## src/rtl/game_flow_ctrl.sv

```systemverilog
// game_flow_ctrl: multi-level game sequencer tracking level, lives, score and pause.
module game_flow_ctrl #(
  parameter int NUM_LEVELS  = 4,
  parameter int LEVEL_W     = 3,
  parameter int SCORE_W     = 8,
  parameter int LIVES       = 3,
  parameter int INIT_CYCLES = 16,
  parameter int KILL_PTS    = 1,
  parameter int LEVEL_BONUS = 10
) (
  input  logic               clk,
  input  logic               rst,
  input  logic               start,
  input  logic               pause,
  input  logic               win,
  input  logic               tank_destroyed,
  input  logic               kill,
  output logic [LEVEL_W-1:0] level,
  output logic               level_init,
  output logic               playing,
  output logic               paused,
  output logic               success,
  output logic               failed,
  output logic [SCORE_W-1:0] score,
  output logic [2:0]         lives
);
  localparam int CW = $clog2(INIT_CYCLES + 1);
  localparam logic [31:0] SMAX = 32'((2 ** SCORE_W) - 1);
  typedef enum logic [6:0] {
    S_START   = 7'b0000001,
    S_INIT    = 7'b0000010,
    S_PLAY    = 7'b0000100,
    S_PAUSE   = 7'b0001000,
    S_DIED    = 7'b0010000,
    S_SUCCESS = 7'b0100000,
    S_FAILED  = 7'b1000000
  } state_t;
  state_t state_q, state_d;
  logic [LEVEL_W-1:0] level_q, level_d;
  logic [SCORE_W-1:0] score_q, score_d;
  logic [2:0] lives_q, lives_d;
  logic [CW-1:0] cnt_q, cnt_d;
  logic [31:0] sum;
  logic [SCORE_W-1:0] score_sat;
  always_comb begin
    sum = 32'(score_q) + (kill ? 32'(KILL_PTS) : 32'd0)
        + ((win && !tank_destroyed) ? 32'(LEVEL_BONUS) : 32'd0);
    score_sat = (sum > SMAX) ? SCORE_W'(SMAX) : SCORE_W'(sum);
    state_d = state_q;
    level_d = level_q;
    score_d = score_q;
    lives_d = lives_q;
    cnt_d = cnt_q;
    unique case (state_q)
      S_START: if (start) begin
        state_d = S_INIT;
        level_d = LEVEL_W'(1);
        score_d = '0;
        lives_d = 3'(LIVES);
        cnt_d = '0;
      end
      S_INIT: begin
        state_d = (cnt_q == CW'(INIT_CYCLES - 1)) ? S_PLAY : S_INIT;
        cnt_d = cnt_q + CW'(1);
      end
      S_PLAY: begin
        score_d = score_sat;
        cnt_d = '0;
        if (tank_destroyed) begin
          lives_d = lives_q - 3'd1;
          state_d = (lives_q == 3'd1) ? S_FAILED : S_DIED;
        end else if (win) begin
          state_d = (level_q == LEVEL_W'(NUM_LEVELS)) ? S_SUCCESS : S_INIT;
          level_d = (level_q == LEVEL_W'(NUM_LEVELS)) ? level_q : level_q + LEVEL_W'(1);
        end else if (pause) begin
          state_d = S_PAUSE;
        end
      end
      S_PAUSE: state_d = start ? S_START : (pause ? S_PLAY : S_PAUSE);
      S_DIED: begin
        state_d = S_INIT;
        cnt_d = '0;
      end
      default: state_d = start ? S_START : state_q;
    endcase
    // every route back to START clears the game so the display shows a fresh screen
    if (state_d == S_START && state_q != S_START) begin
      level_d = '0;
      score_d = '0;
      lives_d = 3'(LIVES);
    end
  end
  always_ff @(posedge clk or posedge rst) begin
    if (rst) begin
      state_q <= S_START;
      level_q <= '0;
      score_q <= '0;
      lives_q <= 3'(LIVES);
      cnt_q <= '0;
    end else begin
      state_q <= state_d;
      level_q <= level_d;
      score_q <= score_d;
      lives_q <= lives_d;
      cnt_q <= cnt_d;
    end
  end
  assign level = level_q;
  assign score = score_q;
  assign lives = lives_q;
  assign level_init = state_q == S_INIT;
  assign playing = state_q == S_PLAY;
  assign paused = state_q == S_PAUSE;
  assign success = state_q == S_SUCCESS;
  assign failed = state_q == S_FAILED;
endmodule

```

## config.mk

```make
export PLATFORM = sky130hd
export DESIGN_NAME = game_flow_ctrl
export DESIGN_NICKNAME = d
export VERILOG_FILES = /design/src/rtl/game_flow_ctrl.sv
export SDC_FILE = /design/constraint.sdc
export NUM_CORES = 1
export LEC_CHECK = 0
export ABC_AREA = 1
export CAP_MARGIN = 10
export CORE_ASPECT_RATIO = 0.9
export CORE_MARGIN = 1.5
export CORE_UTILIZATION = 40
export DETAILED_ROUTE_END_ITERATION = 10
export PLACE_DENSITY = 0.62
export SLEW_MARGIN = 30
export SYNTH_ARGS = -nofsm -noshare
export SYNTH_HDL_FRONTEND = slang
export SYNTH_SLANG_ARGS = --single-unit
```

## constraint.sdc

```tcl
create_clock -name clk -period 6.5 [get_ports clk]
set_input_delay 1.3 -clock clk [delete_from_list [all_inputs] [get_ports clk]]
set_output_delay 1.3 -clock clk [all_outputs]
set_load 0.01 [all_outputs]
```

Yosys cells after proc, flatten, opt, wreduce, memory -nomap -nowiden
Index checks and enable logic that the tools add are counted.
{ "word_totals": {"input_bits": 7, "word_cells": 68, "output_inout_bits": 19, "regBits": 26} }
{ "op_classes": {"eq_ne": 18, "reduce_logical": 10, "order_cmp": 1, "mux": 29, "add_sub_neg": 5} }
{ "op_table": {"columns": ["op", "n"], "rows": [
  ["7-bit 2-to-1 mux", 6],
  ["7-bit one-hot mux with 5 select lines", 1],
  ["3-bit 2-to-1 mux", 9],
  ["8-bit 2-to-1 mux", 3],
  ["8-bit one-hot mux with 2 select lines", 1],
  ["5-bit one-hot mux with 3 select lines", 1],
  ["7-bit by 1-bit == test with 1-bit output (second input constant)", 2],
  ["4-bit 2-to-1 mux", 3],
  ["3-bit by 2-bit inequality test with 1-bit output (second input constant)", 4],
  ["3-bit one-hot mux with 2 select lines", 2],
  ["9-bit by 4-bit adder with 10-bit output", 1],
  ["10-bit by 8-bit greater-than comparator with 1-bit output (second input constant)", 1],
  ["8-bit by 1-bit adder with 9-bit output", 1],
  ["7-bit by 2-bit == test with 1-bit output (second input constant)", 1],
  ["7-bit by 3-bit == test with 1-bit output (second input constant)", 1],
  ["7-bit by 4-bit == test with 1-bit output (second input constant)", 1],
  ["7-bit by 5-bit == test with 1-bit output (second input constant)", 1],
  ["7-bit by 6-bit == test with 1-bit output (second input constant)", 1],
  ["7-bit == test (second input constant)", 1],
  ["7-bit by 1-bit inequality test with 1-bit output (second input constant)", 1],
  ["6-bit 2-to-1 mux", 1],
  ["3-bit nonzero test", 2],
  ["5-bit by 1-bit adder with 5-bit output (second input constant)", 1],
  ["5-bit by 4-bit == test with 1-bit output (second input constant)", 1],
  ["14 further kinds", 16]
]} }

Logic depth before layout (Yosys ltp)
Gate-level depths: netlist of run 1.
{ "logic_depth": {"ltp_word": 9, "depth_mapped": 16, "mapped_depth_nobuf": 16} }

Worst setup path before layout of run 1
Ideal clock, no wire load.
{ "synth_path": {"kind": "input port to flip-flop", "from": "input win", "to": "register score_q[5] (netlist: score[5])", "t_required_ns": 6.436, "n_path_buf": 0, "t_arrival_ns": 3.145, "slack_ns": 3.291, "stages": 11, "setup_time_ns": 0.064, "path_cell_list": "inv_1 -> nor2_1 -> inv_1 -> fa_1 -> or2_2 -> o21ai_0 -> nand3_1 -> nor2_1 -> nand2_1 -> a21oi_1 -> a21o_1"} }
{ "synth_between": {"elab_chain_cells": 7, "word_cells_on_any_way": 15, "classes_between": "1 x add/sub; 1 x order compare; 2 x eq/ne; 7 x mux; 4 x reduce/logical"} }
{ "synth_rtl": {"columns": ["element", "line_no", "text"], "rows": [
  ["start, declared", "15", "input logic win,"],
  ["1-bit logical AND / 7-bit 2-to-1 mux (equally long branches)", "47, 72", null],
  ["4-bit 2-to-1 mux / 7-bit 2-to-1 mux (equally long branches)", "47, 69", null],
  ["9-bit by 4-bit adder with 10-bit output / 7-bit one-hot mux with 5 select lines (equally long branches)", "47, 54", null],
  ["10-bit by 8-bit greater-than comparator with 1-bit output / 7-bit by 1-bit == test with 1-bit output (equally long branches)", "48, 87", null],
  ["8-bit 2-to-1 mux / 1-bit logical AND (equally long branches)", "48, 87", null],
  ["8-bit one-hot mux with 2 select lines (tied with other cells)", "54", "unique case (state_q)"],
  ["8-bit 2-to-1 mux / 2-bit AND reduction (equally long branches)", null, null],
  ["end signal, assigned", "103", "score_q <= score_d;"],
  ["end, declared", "40", "logic [SCORE_W-1:0] score_q, score_d;"]
]} }
Parallel ways exist; a longest one is shown, timed or not.
A chain may end at the register's enable or synchronous reset.

Worst setup path after layout of run 1
{ "layout_path": {"from": "input win", "to": "register score_q[2] (netlist: score[2])"} }
The elaborated chain is that of the path after synthesis.

==> impl_metrics.json, run 1 <==
{
  "via_per_inst": 4.75,
  "drt_iter0_drc": 86,
  "port_buffers": 25,
  "synth_cells": 263,
  "ir_drop_mv": 0.217,
  "gp_congestion": 0.812,
  "h-tree-depth": 1,
  "worstSetupPathType": "input pin to flip-flop",
  "hold_path_class": "flip-flop to flip-flop",
  "diodes": 0,
  "ant_nets": 0,
  "crit_path_end_kind": "flip-flop",
  "syn_avg_cell_area_um2": 7.35,
  "worstPathMaxFanout": 5,
  "crit_path_max_incr_delay_ns": 0.50,
  "drc": 0,
  "cts_setup_buffers": 0,
  "hold_viol_final": 0,
  "grt_usage_pct": 17.7,
  "cap_viol_max_count": 0,
  "grt_start_max_net_pins": 27,
  "leakagePower_nw": 1.14,
  "drt-total-wl_mm": 4.19,
  "hold_start": "lives[1]$_DFFE_PP1P_",
  "slew-limit-headroom_pct": 61.1,
  "cpMaxStageDelayCell": "clkdlybuf4s50_1",
  "min_path_cells": 2,
  "drive_above_1_share_pct": 12.8,
  "worstPathArrival_ns": 3.91,
  "status": "complete, no violations",
  "fin_crit_ns": 3.71,
  "finClkSkew_ns": 0.00263,
  "cts.sinks": 26,
  "clk_pin_slew_ns": 0.09,
  "grt_pass1_vias": 1562,
  "layout_common_cells": "nand2_1, inv_1, nor2_1",
  "min_period_over_period_pct": 57.0,
  "netlist_area_um2": 1930,
  "die_h_um": 68.9,
  "r2r-end": "score[4]$_DFFE_PP0P_",
  "powerDensity_nw_per_um2": 305,
  "ff2ff_path_depth": 13,
  "yosysSeqAreaShare_pct": 33.9,
  "syn_nets": 280,
  "yosysTopAreaCellShare_pct": 29.8,
  "clock-root-buffer": "clkbuf_8",
  "final_net_count": 306,
  "dp_hpwl_mm": 3.10,
  "ys_warn_count": 0,
  "first_pass_iters": 4,
  "insertion_delay_ns": 0.27,
  "crit_required_ns": 6.71,
  "fill_cells": 494,
  "finalSetupViolations": 0,
  "final_common_cell": "nand2_1",
  "path_cells": "clkdlybuf4s50_1, inv_1, nor2_1, inv_1, fa_1, or2_2, o21ai_0, nand3_1, nor2_1, nand2_1, inv_1, a21oi_1, o21ai_1",
  "rsz0062_at_grt": "false",
  "drv_slew": 0,
  "antenna_found_initial": 0,
  "hold_end": "lives[1]$_DFFE_PP1P_",
  "synth-seq-cells": 26,
  "io-pin-count": 26,
  "initial_core_util_pct": 42.5,
  "row_count": 23,
  "fp.dieW_um": 76.3,
  "fin_total_pwr_mw": 0.698,
  "wl_per_cell_um": 12.0,
  "cts_tree": "built",
  "r2r_setup_slack_ns": 4.13,
  "syn2layout_area_growth_pct": 18.5,
  "setup_tns_ns": 0,
  "synth_cell_type_count": 33,
  "vias": 1662,
  "critPathBufInv": 4,
  "tightest_slew_ns": 0.583,
  "startpoint_type": "input pin",
  "grt_pass1_wl_mm": 7.44,
  "numCtsBuffers": 3,
  "dieArea_um2": 5260,
  "cp_top_family": "simple AND/OR/NAND/NOR gates",
  "reg2reg_from": "state_q[2]$_DFF_PP0_",
  "synth_area_leaders": "dfrtp_1, nand2_1, inv_1, ha_1, nor2_1",
  "coreArea_um2": 4550,
  "fin_hold_ws_ns": 0.485,
  "max_freq_mhz": 270,
  "fin_cells": 350,
  "path_common_cell": "inv_1",
  "clock_path_buffers": 2,
  "hold_buffers": 0,
  "yosysTopAreaCell": "dfrtp_1",
  "cts_resized": 0,
  "dp.cells": 346,
  "grt-ovfl-total": 0
}
## through the flow
step	utilization (%)	setup WS, ns	instance area, µm²
final	50.4	2.79	2290
after global routing	50.4	2.50	2290
after CTS	50.4	2.80	2290
after detailed placement	49.1	2.52	2230
after global placement	49.1	2.61	2230
after floorplan	-	3.29	1930
## power breakdown
group | total (mW) | switching, mW | internal (mW) | leakage, nW
sequential | 0.228 | 0.0281 | 0.200 | 0.346
combinational | 0.363 | 0.233 | 0.129 | 0.766
clock | 0.107 | 0.0529 | 0.0543 | 0.0288
total | 0.698 | 0.314 | 0.384 | 1.14
## per-layer routing
| layer | wire length, µm | vias up | GRT usage [%] |
|---|---|---|---|
| li1 | - | 881 | - |
| met1 | 2250 | 750 | 24.9 |
| met2 | 1740 | 27 | 28.5 |
| met3 | 150 | 4 | 2.89 |
| met4 | 40 | 0 | 4.86 |
| met5 | 0 | - | 0 |
## state kept, by name, indices dropped and copies added, names as in the netlist
register,count
lives,3
state_q,7
level,3
cnt_q,5
score,8
## layout make-up
class,instances,area [µm²],area share (%)
inverter,43,161,7.05
tap,62,77.6,3.39
sequential,26,654,28.6
multi-input combinational,190,1090,47.7
timing repair buffer,25,250,10.9
clock buffer,4,55.1,2.40
## worst reg2reg max path, delay by kind of cell (launching register included)
kind	cells	cell delay [ns]
AND/OR/NAND/NOR	11	1.58
AO/OA/AOI/OAI	1	0.19
flip-flops	1	0.44
buffers and inverters	1	0.06
## worst max path at each step
stage	slack (ns)	end	startpoint	cells past startpoint
finish	2.79	score[2]$_DFFE_PP0P_	win	13
global route	2.50	score[2]$_DFFE_PP0P_	win	13
CTS	2.80	score[2]$_DFFE_PP0P_	win	13
detailed placement	2.52	score[2]$_DFFE_PP0P_	win	13
global placement	2.61	score[5]$_DFFE_PP0P_	win	12
floorplan	3.29	score[5]$_DFFE_PP0P_	win	11
## synthesized netlist by cell type
library cell	n
nor2_4	7
buf_2	2
nand2_8	1
dfrtp_1	23
xor2_1	2
o21ai_0	11
nand3_2	5
nor2_2	5
nor3_1	1
fa_1	1
inv_1	38
ha_1	9
nand3_4	1
a21o_1	4
or2_2	1
nand4_1	9
o22ai_1	2
o21ai_2	1
nor2_1	27
dfstp_2	3
clkinv_1	1
nand3_1	16
nand2_2	1
nor4_1	1
clkbuf_1	1
a21oi_1	9
xnor2_1	3
buf_6	1
inv_2	4
nor3b_1	1
nand2_4	3
nand2_1	66
o21ai_1	3
## logic make-up after synthesis
| logic type | after synthesis | share of synthesized area [%] |
|---|---|---|
| XOR/XNOR | 5 | 2.27 |
| buffers and inverters | 47 | 9.65 |
| AO/OA/AOI/OAI | 30 | 8.61 |
| adder cells (fa/ha/maj) | 10 | 6.87 |
| AND/OR/NAND/NOR | 145 | 38.7 |
| flip-flops | 26 | 33.9 |
(Power assumes the default switching activity.)
==> inputs of run 2 (changes only) <==
==> constraint.sdc (replaced) <==
create_clock -name clk -period 3.5 [get_ports clk]
set_input_delay 0.7 -clock clk [delete_from_list [all_inputs] [get_ports clk]]
set_output_delay 0.7 -clock clk [all_outputs]
set_load 0.01 [all_outputs]
==> run 2 against run 1 <==
Effect of this change:
- total power is 94% higher
- flip-flop and latch count stayed put
- final area is 1.4% higher
- highest routed layer unchanged
==> impl_metrics.json, run 2 (synthesis gave the netlist of run 1 again) <==
{
  "status": "complete, no violations",
  "slew-limit-headroom_pct": 61.6,
  "path_cells": "clkdlybuf4s50_1, inv_1, nor2_1, inv_1, fa_1, or2_2, o21ai_0, nand3_1, nor2_1, nand2_1, a21oi_1, a21o_1",
  "hold_path_class": "flip-flop to flip-flop",
  "insertion_delay_ns": 0.28,
  "finClkSkew_ns": 0.00526,
  "finalSetupViolations": 0,
  "grt_pass1_vias": 1655,
  "h-tree-depth": 1,
  "leakagePower_nw": 1.16,
  "cap_viol_max_count": 0,
  "clock-root-buffer": "clkbuf_8",
  "ir_drop_mv": 0.433,
  "die_h_um": 68.9,
  "fin_cells": 352,
  "port_buffers": 25,
  "grt_usage_pct": 17.8,
  "hold_buffers": 0,
  "crit_path_end_kind": "flip-flop",
  "gp_congestion": 0.825,
  "layout_common_cells": "nand2_1, inv_1, nor2_1",
  "via_per_inst": 4.87,
  "drv_slew": 0,
  "max_freq_mhz": 318,
  "worstPathArrival_ns": 3.37,
  "dp_hpwl_mm": 3.13,
  "first_pass_iters": 5,
  "crit_path_max_incr_delay_ns": 0.50,
  "drt-total-wl_mm": 4.23,
  "grt_pass1_wl_mm": 7.48,
  "worstPathMaxFanout": 5,
  "cts_setup_buffers": 0,
  "worstSetupPathType": "input pin to flip-flop",
  "powerDensity_nw_per_um2": 584,
  "seq_area_um2": 654,
  "coreArea_um2": 4550,
  "cts.sinks": 26,
  "drt_iter0_drc": 121,
  "startpoint_type": "input pin",
  "tightest_slew_ns": 0.575,
  "hold_viol_final": 0,
  "cpMaxStageDelayCell": "clkdlybuf4s50_1",
  "drc": 0,
  "fp.dieW_um": 76.3,
  "ant_nets": 0,
  "rsz0062_at_grt": "false",
  "setup_tns_ns": 0,
  "dp.cells": 348,
  "grt-ovfl-total": 0,
  "antenna_found_initial": 0,
  "cts_tree": "built",
  "syn2layout_area_growth_pct": 20.1,
  "clock_path_buffers": 2,
  "wl_per_cell_um": 12.0,
  "largest_reg_flops": 8,
  "drive_above_1_share_pct": 13.4,
  "crit_required_ns": 3.73,
  "placed_area_um2": 2250,
  "final_net_count": 308,
  "multi_input_area_um2": 1090,
  "min_period_over_period_pct": 89.9,
  "fin_crit_ns": 3.15,
  "io-pin-count": 26,
  "initial_core_util_pct": 42.5,
  "clk_pin_slew_ns": 0.10,
  "numCtsBuffers": 3,
  "vias": 1715,
  "grt_start_max_net_pins": 26,
  "fill_cells": 484,
  "cts_resized": 0,
  "fin_area_um2": 2320,
  "diodes": 0,
  "dieArea_um2": 5260,
  "row_count": 23,
  "final_common_cell": "nand2_1"
}
## run 2: cell count changes in the layout (fill, tap and decap cells not counted), sizes merged
cell	delta
bufinv	+1
buf	+2
clkbuf	-1
## run 2: routing by layer
layer	vias to the layer above	global-route usage (%)	wire length (µm)
li1	885	-	-
met1	787	24.6	2210
met2	35	28.5	1810
met3	8	2.37	134
met4	0	7.64	78
met5	-	0	0
## run 2: critical path, delay by kind of cell
family,cells,cell delay [ns]
AOI/OAI and AO/OA,3,0.57
adders and majority gates,1,0.41
buffers and inverters,3,0.70
and+or+nand+nor,5,0.99
## run 2: final cells by class
cell class,instances,share of cell area (%)
Sequential cell,26,28.2
Timing Repair Buffer,27,11.4
Clock inverter,1,1.29
Tap cell,62,3.34
Inverter,43,6.95
Clock buffer,3,1.78
Multi-Input combinational cell,190,47.0
## run 2: path summary, 6_finish.rpt
| path | startpoint | endpoint | slack [ns] | cells past startpoint |
|---|---|---|---|---|
| max | win | score[5]$_DFFE_PP0P_ | 0.35 | 12 |
| min | lives[1]$_DFFE_PP1P_ | lives[1]$_DFFE_PP1P_ | 0.48 | 2 |
| max reg2reg | score[0]$_DFFE_PP0P_ | score[5]$_DFFE_PP0P_ | 1.09 | 10 |
| min reg2reg | lives[1]$_DFFE_PP1P_ | lives[1]$_DFFE_PP1P_ | 0.48 | 2 |
| max in group asynchronous | rst | lives[0]$_DFFE_PP1P_ | 2.16 | 3 |
| min in group asynchronous | rst | state_q[1]$_DFF_PP0_ | 0.79 | 2 |
## run 2: where the power goes
part | leakage, nW | switching (mW) | internal [mW]
sequential | 0.346 | 0.0516 | 0.372
combinational | 0.775 | 0.425 | 0.245
clock | 0.0357 | 0.108 | 0.153
total | 1.16 | 0.585 | 0.770
## run 2: stage by stage
step,hold WS [ns],setup WS [ns],power [mW],util [%]
detailed placement,0.468,0.104,1.11,49.5
floorplan,0.453,0.891,0.935,-
global placement,0.468,0.207,1.11,49.5
finish,0.481,0.355,1.35,51.0
CTS,0.483,0.394,1.37,51.0
global route,0.515,0.108,1.48,51.0
==> inputs of run 3 (changes only) <==
--- a/config.mk
+++ b/config.mk
@@ -11,6 +11,7 @@
 export CORE_MARGIN = 1.5
 export CORE_UTILIZATION = 40
 export DETAILED_ROUTE_END_ITERATION = 10
+export GPL_TIMING_DRIVEN = 0
 export PLACE_DENSITY = 0.62
 export SLEW_MARGIN = 30
 export SYNTH_ARGS = -nofsm -noshare
==> constraint.sdc (replaced) <==
create_clock -name clk -period 3.5 [get_ports clk]
set_input_delay 0.7 -clock clk [delete_from_list [all_inputs] [get_ports clk]]
set_output_delay 0.7 -clock clk [all_outputs]
set_load 0.02 [all_outputs]
==> run 3 against run 2 <==
Effect of this change:
- sequential share of layout area is the same
- hold slack lost 0.0022 ns
- total power grew 1.0%
- die area is the same
- first-iteration DRC count shrank 44%
- count of clock-buffer cells in the layout is the same
==> impl_metrics.json, run 3 (synthesis gave the netlist of run 1 again) <==
{
  "status": "complete, no violations",
  "hold_start": "lives[1]$_DFFE_PP1P_",
  "cap_viol_max_count": 0,
  "rsz0062_at_grt": "false",
  "gp_congestion": 0.861,
  "drc": 0,
  "ir_drop_mv": 0.316,
  "via_per_inst": 4.77,
  "initial_core_util_pct": 42.5,
  "cts.sinks": 26,
  "h-tree-depth": 1,
  "clk_pin_slew_ns": 0.10,
  "port_buffers": 24,
  "min_path_cells": 2,
  "diodes": 0,
  "dp_hpwl_mm": 3.19,
  "hold_buffers": 0,
  "wl_per_cell_um": 11.9,
  "vias": 1685,
  "powerDensity_nw_per_um2": 589,
  "largest_reg_flops": 8,
  "fin_total_pwr_mw": 1.37,
  "cts_resized": 0,
  "final_common_cell": "nand2_1",
  "numCtsBuffers": 3,
  "r2r-end": "score[3]$_DFFE_PP0P_",
  "dieArea_um2": 5260,
  "io-pin-count": 26,
  "fin_crit_ns": 3.15,
  "ff2ff_path_depth": 10,
  "hold_viol_final": 0,
  "antenna_found_initial": 0,
  "die_h_um": 68.9,
  "min_period_over_period_pct": 89.9,
  "worstPathMaxFanout": 5,
  "hold_end": "lives[1]$_DFFE_PP1P_",
  "cts_tree": "built",
  "ant_nets": 0,
  "cts_setup_buffers": 0,
  "clock_path_buffers": 2,
  "row_count": 23,
  "layout_common_cells": "nand2_1, inv_1, nor2_1",
  "max_freq_mhz": 318,
  "drt-total-wl_mm": 4.20,
  "grt_pass1_wl_mm": 7.24,
  "final_net_count": 309,
  "clock-root-buffer": "clkbuf_8",
  "finClkSkew_ns": 0.00496,
  "drt_iter0_drc": 68,
  "crit_required_ns": 3.72,
  "fp.dieW_um": 76.3,
  "grt-ovfl-total": 0,
  "slew-limit-headroom_pct": 62.9,
  "r2r_setup_slack_ns": 1.14,
  "startpoint_type": "input pin",
  "fill_cells": 476,
  "worstSetupPathType": "input pin to flip-flop",
  "setup_tns_ns": 0,
  "startpoint": "win",
  "grt_start_max_net_pins": 27,
  "drive_above_1_share_pct": 13.7,
  "reg2reg_from": "score[0]$_DFFE_PP0P_",
  "finalSetupViolations": 0,
  "grt_usage_pct": 17.4,
  "hold_path_class": "flip-flop to flip-flop",
  "leakagePower_nw": 1.16,
  "grt_pass1_vias": 1565,
  "crit_path_end_kind": "flip-flop",
  "fin_hold_ws_ns": 0.479,
  "worstPathArrival_ns": 3.37,
  "syn2layout_area_growth_pct": 20.1,
  "drv_slew": 0,
  "coreArea_um2": 4550,
  "tightest_slew_ns": 0.556,
  "first_pass_iters": 4,
  "insertion_delay_ns": 0.27
}
-- run 3: cell count changes in the layout (fill, tap and decap cells not counted) --
| cell | delta |
|---|---|
| buf_4 | -2 |
| buf_2 | +2 |
| buf_6 | +1 |
| clkdlybuf4s50_1 | -1 |
| clkbuf_1 | +1 |
-- run 3: layout make-up --
cell class | count | area (µm²) | area share (%)
Buffer | 4 | 25.0 | 1.08
Clock buffer | 3 | 41.3 | 1.78
Clock inverter | 1 | 30.0 | 1.29
Inverter | 43 | 161 | 6.95
Multi-Input combinational cell | 190 | 1090 | 47.0
Sequential cell | 26 | 654 | 28.2
Tap cell | 62 | 77.6 | 3.34
Timing Repair Buffer | 24 | 240 | 10.4
-- run 3: stage by stage --
step / cells / area [µm²] / utilization, % / setup WS, ns
5_1_grt: 353 / 2320 / 51.0 / 0.0726
3_5_place_dp: 349 / 2250 / 49.5 / 0.0689
3_3_place_gp: 349 / 2250 / 49.5 / 0.0826
4_1_cts: 353 / 2320 / 51.0 / 0.345
2_1_floorplan: 263 / 1930 / - / 0.886
6_report: 353 / 2320 / 51.0 / 0.352
-- run 3: worst max path at each step --
stage	cells after the start	endpoint	slack [ns]
final	12	score[3]$_DFFE_PP0P_	0.35
after global placement	13	score[2]$_DFFE_PP0P_	0.08
after floorplan	11	score[5]$_DFFE_PP0P_	0.89
after global routing	13	score[2]$_DFFE_PP0P_	0.07
after CTS	13	score[2]$_DFFE_PP0P_	0.34
after detailed placement	12	score[5]$_DFFE_PP0P_	0.07
-- run 3: where the power goes --
| group | leakage [nW] | internal [mW] | switching (mW) |
|---|---|---|---|
| clock | 0.0357 | 0.153 | 0.102 |
| combinational | 0.776 | 0.243 | 0.447 |
| sequential | 0.346 | 0.372 | 0.0514 |
| total | 1.16 | 0.768 | 0.600 |
-- run 3: worst max-delay path: stages --
cell,delay (ns)
clkdlybuf4s50_1,0.49
inv_1,0.09
nor2_1,0.24
inv_1,0.12
fa_1,0.42
or2_2,0.31
o21ai_0,0.28
nand3_1,0.15
nor2_1,0.14
nand2_1,0.15
a21oi_1,0.18
a21o_1,0.10
-- run 3: per-layer routing --
layer | GRT usage (%) | vias up | part of all wire (%)
li1 | - | 891 | -
met1 | 23.3 | 766 | 52
met2 | 30.1 | 22 | 45
met3 | 1.58 | 6 | 2.0
met4 | 5.56 | 0 | 1.5
met5 | 0 | - | 0
